===== config.mk =====
export PLATFORM = sky130hd
export DESIGN_NAME = serial_shift_sequencer
export DESIGN_NICKNAME = d
export VERILOG_FILES = /design/src/rtl/shift_pkg.sv /design/src/rtl/serial_shift_step.sv /design/src/rtl/serial_shift_sequencer.sv
export SDC_FILE = /design/constraint.sdc
export NUM_CORES = 1
export LEC_CHECK = 0
export CAP_MARGIN = 30
export CORE_ASPECT_RATIO = 1.5
export CORE_UTILIZATION = 46
export DETAILED_ROUTE_END_ITERATION = 6
export MAX_ROUTING_LAYER = met4
export PLACE_DENSITY = 0.79
export RECOVER_POWER = 100
export SLEW_MARGIN = 15
export SYNTH_ARGS = -nofsm -noshare
export SYNTH_HDL_FRONTEND = slang
export SYNTH_SLANG_ARGS = --single-unit

===== constraint.sdc =====
create_clock -name clk -period 1.5 [get_ports clk]
set_input_delay 0.15 -clock clk [delete_from_list [all_inputs] [get_ports clk]]
set_output_delay 0.15 -clock clk [all_outputs]
set_load 0.02 [all_outputs]

===== src/rtl/shift_pkg.sv =====
// Shared types and constants for the serial shift sequencer and its single-step datapath.
// The `SHIFT_ROTATE_EN build option is handled in serial_shift_sequencer.sv.
package shift_pkg;

    typedef enum logic [1:0] {
        IDLE  = 2'd0,
        SHIFT = 2'd1,
        DONE  = 2'd2
    } state_t;

    // dir encoding: which end the fill bit enters from.
    localparam logic DIR_LEFT_IN_LSB  = 1'b0;
    localparam logic DIR_RIGHT_IN_MSB = 1'b1;

endpackage


===== src/rtl/serial_shift_step.sv =====
// Combinational single one-bit shift: (data, dir, fill) -> (next data, bit that leaves).
// out_bit depends only on data and dir, so a caller may feed it back as fill for rotation.
module serial_shift_step
    import shift_pkg::*;
#(
    parameter int WIDTH = 8
) (
    input  logic [WIDTH-1:0] data,
    input  logic             dir,
    input  logic             fill,
    output logic [WIDTH-1:0] next_data,
    output logic             out_bit
);

    always_comb begin
        next_data = data;
        out_bit   = 1'b0;
        if (dir == DIR_LEFT_IN_LSB) begin
            next_data = {data[WIDTH-2:0], fill};
            out_bit   = data[WIDTH-1];
        end else begin
            next_data = {fill, data[WIDTH-1:1]};
            out_bit   = data[0];
        end
    end

endmodule


===== src/rtl/serial_shift_sequencer.sv =====
// Latches a byte job, applies one one-bit shift per clock, then presents the result.
// Build option: define SHIFT_ROTATE_EN to add in_rot (rotate instead of shifting in ser_in).
module serial_shift_sequencer
    import shift_pkg::*;
#(
    parameter int WIDTH = 8,
    parameter int CNT_W = 4
) (
    input  logic             clk,
    input  logic             rst,
    input  logic             in_valid,
    output logic             in_ready,
    input  logic [WIDTH-1:0] in_data,
    input  logic             in_dir,
    input  logic [CNT_W-1:0] in_count,
`ifdef SHIFT_ROTATE_EN
    input  logic             in_rot,
`endif
    input  logic             ser_in,
    output logic             ser_out,
    output logic             busy,
    output logic             out_valid,
    input  logic             out_ready,
    output logic [WIDTH-1:0] out_data
);

    // Handshake: a transfer happens on a rising edge where valid & ready are both high;
    // valid never depends on ready, and out_data is held while out_valid is high.

    localparam logic [CNT_W-1:0] WIDTH_CNT = CNT_W'(WIDTH);

    state_t           state_q;
    state_t           state_d;
    logic [WIDTH-1:0] data_q;
    logic             dir_q;
    logic [CNT_W-1:0] rem_q;
    logic [CNT_W-1:0] count_clamped;
    logic [WIDTH-1:0] step_data;
    logic             step_out;
    logic             fill;
    logic             accept;

    assign accept        = in_valid & in_ready;
    assign count_clamped = (in_count > WIDTH_CNT) ? WIDTH_CNT : in_count;

`ifdef SHIFT_ROTATE_EN
    logic rot_q;

    always_ff @(posedge clk or posedge rst) begin
        if (rst) begin
            rot_q <= 1'b0;
        end else if (accept) begin
            rot_q <= in_rot;
        end
    end

    // Rotation recirculates the bit leaving the register; ser_in is ignored then.
    assign fill = rot_q ? step_out : ser_in;
`else
    assign fill = ser_in;
`endif

    serial_shift_step #(
        .WIDTH(WIDTH)
    ) u_step (
        .data      (data_q),
        .dir       (dir_q),
        .fill      (fill),
        .next_data (step_data),
        .out_bit   (step_out)
    );

    always_ff @(posedge clk or posedge rst) begin
        if (rst) begin
            state_q <= IDLE;
        end else begin
            state_q <= state_d;
        end
    end

    always_comb begin
        state_d   = state_q;
        in_ready  = 1'b0;
        out_valid = 1'b0;
        busy      = 1'b0;
        case (state_q)
            IDLE: begin
                in_ready = 1'b1;
                if (in_valid) begin
                    state_d = (count_clamped == '0) ? DONE : SHIFT;
                end
            end
            SHIFT: begin
                busy = 1'b1;
                if (rem_q == CNT_W'(1)) begin
                    state_d = DONE;
                end
            end
            DONE: begin
                out_valid = 1'b1;
                if (out_ready) begin
                    state_d = IDLE;
                end
            end
            default: begin
                state_d = IDLE;
            end
        endcase
    end

    always_ff @(posedge clk or posedge rst) begin
        if (rst) begin
            data_q <= '0;
            dir_q  <= 1'b0;
            rem_q  <= '0;
        end else if (accept) begin
            data_q <= in_data;
            dir_q  <= in_dir;
            rem_q  <= count_clamped;
        end else if (state_q == SHIFT) begin
            data_q <= step_data;
            rem_q  <= rem_q - CNT_W'(1);
        end
    end

    assign ser_out  = busy ? step_out : 1'b0;
    assign out_data = data_q;

endmodule

==> flow_summary.toml <==
[routing]
via_count = 883
firstDrtPassIters = 4
routed_wl_mm = 2.418
drt-initial-drc-count = 22
drc_errors = 0
avgViaCountPerCell = 5.589
wl_per_cell_um = 15.30
drtAntennaViolNets = 0

[floorplan]
ios = 30
fp.dieW_um = 40.07
die_y_um = 59.10
die-area_um2 = 2368
num_rows = 20
initial_core_util = 0.4932
fp.coreArea_um2 = 2027

[setup_path]
critical_path_class = "reg -> out"
crit_cells = 1
crit_required_ns = 1.35
worstPathArrival_ns = 1.30
critical_path.top_delay_family = "buffers and inverters"
worstSetupStartpointType = "flip-flop"
endpoint_kind = "primary output"
cp_max_fo = 4
critPathBufInv = 1
r2r_cells = 5
crit_slowest_cell = "clkdlybuf4s50_1"
r2r-start = "state_q[0]"
cp_cell_sequence = "clkdlybuf4s50_1"
rrSetupSlack_ns = 0.15
cpPeakStageDelay_ns = 0.62
reg2reg_to = "out_data[7]"

[logic_synthesis]
synthArstFlopShare = 1.000
yosysUniqueCellTypes = 36
ys_seq_area_frac = 0.3755
ys.flop_type = "dfrtp_1"
syn_inst = 97
yosysWarnings = 0
ys_ff_latch = 15
netlist_area_um2 = 999.7
synth_edf_count = 0
synth.largest_area_cell = "dfrtp_1"
avgSynthCellArea_um2 = 10.31
synth_nets = 117
synth_top_area_frac = 0.3755
synthTopCellsByArea = "dfrtp_1 (38%), mux2i_1 (6.0%), a221oi_2 (6.0%), nor2b_1 (5.0%), buf_6 (4.5%)"

[timing]
max-slew-margin-rel = 0.6066
worst_slack_ns = 0.04601
hold-worst-slack_ns = 0.3618
finalHoldViolCount = 0
fmax_mhz = 687.8
period_share = 0.9693
setup-tns-final_ns = 0
finalCriticalPeriod_ns = 1.454
skew_ns = 0.004500
setup_violations = 0
rsz0062_at_grt = "false"
tightest_slew_ns = 0.5894
slew_violations = 0

[global_route]
grt_overflow_total = 0
grt_pass1_wl_mm = 4.043
grt_usage = 0.2569
grt_pass1_vias = 947
antenna_found_initial = 0
grt_max_degree = 16

[cts]
cts.clk_slew.worst_paths_ns = 0.09
insertion_delay_ns = 0.28
cts_tree = "built"
clockBufferDepth = 2
clkSinkCount = 15
cts_root_buf = "clkbuf_4"
htreeDepth = 1
numCtsBuffers = 3
cts_setup_buffers = 0

[run_status]
outcome = "finished, final reports clean"

[cells_and_area]
antennaDiodeCount = 0
layout_commonest_cell = "clkdlybuf4s50_1"
layout_common_cells = "clkdlybuf4s50_1 (19), dfrtp_1 (15), buf_4 (11)"
drive_gt1_frac = 0.1985
nets = 157
area_growth_pct = 31.41

[place]
place.gp.congestion = 0.8251
dp_slack_ns = 0.01692
hpwl_mm = 1.932
io_buffers = 29

[power]
irDropWorstVdd_mv = 1.076
p_per_area_nw_per_um2 = 2132
cellLeakagePower_nw = 0.5724

[job]
max_cap_viol_count = 0

[worst_hold_path]
hp-class = "in -> async"
## per-layer routing
metal / vias to the layer above / global-route usage / wire [µm]
met3: 4 / 0.04135 / 108
met1: 426 / 0.2787 / 984
met5: - / - / 0
met4: 0 / 0.1034 / 31
met2: 28 / 0.4401 / 1294
li1: 425 / - / -
## cells by family after synthesis
family	Yosys count	share of synthesized area
AO/OA/AOI/OAI	23	0.2203
XOR/XNOR	1	0.008763
adder cells (fa/ha/maj)	2	0.02503
buffers and inverters	14	0.08761
flip-flops	15	0.3755
multiplexers	7	0.07134
AND/OR/NAND/NOR	35	0.2115
## synthesized netlist by cell type, types with 2 or more instances
cell / number
a211oi_1: 3
a221oi_2: 4
o22ai_1: 3
dfrtp_1: 15
inv_1: 7
mux2i_1: 6
buf_6: 4
ha_1: 2
nor2b_1: 8
nor2_1: 9
o31ai_2: 3
nor3b_1: 2
a21oi_1: 3
nand2_1: 6
## worst max-delay path by stage
stage	start	endpoint	slack, ns
floorplan	state_q[0]	dir_q	0.27
global placement	state_q[1]	ser_out	0.06
detailed placement	in_valid	rem_q[3]	0.02
CTS	out_data[1]	out_data[1]	0.006
global route	out_data[6]	out_data[6]	0.0006
finish	out_data[0]	out_data[0]	0.05
## area by class of cell
| type | count | area, µm² |
|---|---|---|
| clock buffers | 4 | 26.28 |
| fillers | 190 | 713.2 |
| inverters | 8 | 30.03 |
| multi-input cells | 68 | 518.0 |
| flip-flops and latches | 15 | 375.4 |
| well taps | 22 | 27.53 |
| repair buffers | 41 | 336.6 |
## registers in the layout, indices dropped and copies added (netlist names)
signal	count
state_q	2
rem_q	4
dir_q	1
out_data	8
## what timing repair did
action | CTS | global route
resized for setup | 4 | 7
setup endpoints to repair | 4 | 6
hold buffers | 0 | 0
## per-stage QoR
stage	instance area (µm²)	util	total power, mW	std cells
after floorplan	999.7	-	2.119	97
after global placement	1350	0.6660	2.722	154
final	1314	0.6481	2.800	158
after CTS	1371	0.6765	2.979	158
after global routing	1314	0.6481	3.023	158
after detailed placement	1350	0.6660	2.780	154
## where the power goes
part | internal [mW] | switching, mW | total, mW | leakage (nW)
combinational | 0.794 | 0.947 | 1.74 | 0.383
clock | 0.103 | 0.125 | 0.228 | 0.0150
sequential | 0.614 | 0.218 | 0.832 | 0.175
total | 1.51 | 1.29 | 2.80 | 0.572
No activity file was read; power rests on OpenSTA's default activity.
==> edit, RTL diff (same flow settings) <==
Change the parameter `CNT_W` from 4 to 5.
--- a/src/rtl/serial_shift_sequencer.sv
+++ b/src/rtl/serial_shift_sequencer.sv
@@ -6,3 +6,3 @@
     parameter int WIDTH = 8,
-    parameter int CNT_W = 4
+    parameter int CNT_W = 5
 ) (
Ports: changed (resized in_count); port bits go from 30 to 31. No check against the original RTL was run, so the function may have changed too.
==> edit against the unedited design <==
Total power fell by 4.2%. Sequential power grew 2%. Setup slack better by 0.0097 ns. Sequential cell count increased by 1. Register-to-register slack got worse by 0.07 ns. Global-route usage rose by 0.61 points. Area after synthesis up 0.25%. Via count up 8.9%. Final area rose by 3.7%. Count of clock-buffer cells in the layout unchanged. Die area is 0.23% higher. Routed wire length is 6.1% higher.
==> edit: results (changes against the unedited design) <==
- Share of synthesized area occupied by flip-flops and latches: 0.400 (+0.0240)
- Worst-case headroom to the max-slew limit: 0.418 (-0.188)
- Dominant cells by area after synthesis: dfrtp_1, a211oi_1, nand2_1
- Most common library cells after synthesis: dfrtp_1, nand2_1, nor2_1
- Outcome: completed
- Routed wirelength normalized by instance count: 14.9 um (-2.6%)
- Worst reg-to-reg setup slack: 0.08 ns (-0.07 ns)
- Nets@finish: 172 (+9.6%)
- Number of DRC violations after detailed-routing iteration 0: 39 (+77%)
- Post-synthesis mux area share: 0.0200 (-0.0514)
- Last weighted congestion value of the routability-driven placer: 0.777 (-5.8%)
- Source-to-sink clock delay at the later pin of the worst-skew pair: 0.30 ns (+0.02 ns)
- Worst hold slack: 0.363 ns (+0.00128 ns)
- Half-perimeter wire length after placement: 1890 um (-2.4%)
- Pin count of the biggest net entering global routing: 17 (+1)
- Worst setup skew after layout: 0.0122 ns (+0.00769 ns)
- Buffers on Ports: 30 (+3.4%)
- Clk slew on worst S/H paths: 0.11 ns (+0.02 ns)
- Syn_nets: 130 (+11%)
- Path depth of the worst reg2reg path: 6 (+1)
- Area share of fa/ha/maj cells after synthesis: 0.0250 (-0.0000625)
- DP Area: 1380 um^2 (+1.9%)
- Hold WC Path Type: in2reg
- Library cells used by synthesis: 37 (+2.8%)
- Vias post-DR: 962 (+8.9%)
- Crit Path Max Fanout: 3 (-1)
- Layout cells sized above 1: 0.140 (-0.0585)
edit: changes by cell type in the layout (fill, tap and decap cells not counted), sizes merged, moves of 4 or more:
cell / delta
mux2i: -4
a211oi: +5
nand2: +8
a221oi: -4
edit: worst max-delay path, cell delays in order (launching register included):
cell and delay [ns]:
dfrtp_1 0.40, or2b_1 0.28, nor2_1 0.13, clkbuf_2 0.18
edit: cell families after synthesis:
logic type / after synthesis
buf+inv: 12
simple gates: 45
mux: 2
flops: 16
fa+ha+maj: 2
xor+xnor: 2
compound gates: 30
edit: how the worst max path moves through the flow:
stage	start	to	slack, ns	depth (start not counted)
final	state_q[1]$_DFFE_PP0P_	ser_out	0.06	3
after global routing	rem_q[1]$_DFFE_PP0P_	state_q[1]$_DFFE_PP0P_	-0.02	5
after CTS	state_q[0]$_DFFE_PP0P_	out_valid	0.001	3
after detailed placement	in_valid	out_data[2]$_DFFE_PP0P_	-0.09	4
after global placement	in_valid	out_data[0]$_DFFE_PP0P_	-0.08	4
after floorplan	state_q[1]$_DFFE_PP0P_	ser_out	0.22	3
edit: final cells by class:
| cell class | count | area (um^2) |
|---|---|---|
| inverters | 6 | 22.5 |
| flip-flops and latches | 16 | 400 |
| repair buffers | 43 | 345 |
| fillers | 187 | 689 |
| well taps | 22 | 27.5 |
| multi-input cells | 81 | 531 |
| clock buffers | 4 | 36.3 |
edit: per-layer routing:
layer	vias up	wire length, um	track usage
met5	-	0	-
met4	0	36	0.0739
met3	3	92	0.0226
met2	29	1370	0.449
met1	465	1070	0.315
li1	465	-	-
edit: what timing repair did:
item / CTS / global route
endpoints found under the setup margin: 9 / 15
hold buffers: 0 / 0
endpoints found under the hold margin: 0 / 0
pin swaps: 1 / 1
resized for setup: 14 / 9
edit: report_power, final:
part / internal, mW / switching (mW) / leakage (nW)
clock: 0.148 / 0.152 / 0.0210
sequential: 0.642 / 0.204 / 0.194
combinational: 0.699 / 0.839 / 0.394
total: 1.49 / 1.19 / 0.609
edit: through the flow:
step	std cells	TNS, ns
finish	172	0
global route	172	-0.0212
CTS	172	0
detailed placement	168	-0.632
global placement	168	-0.599
floorplan	109	0
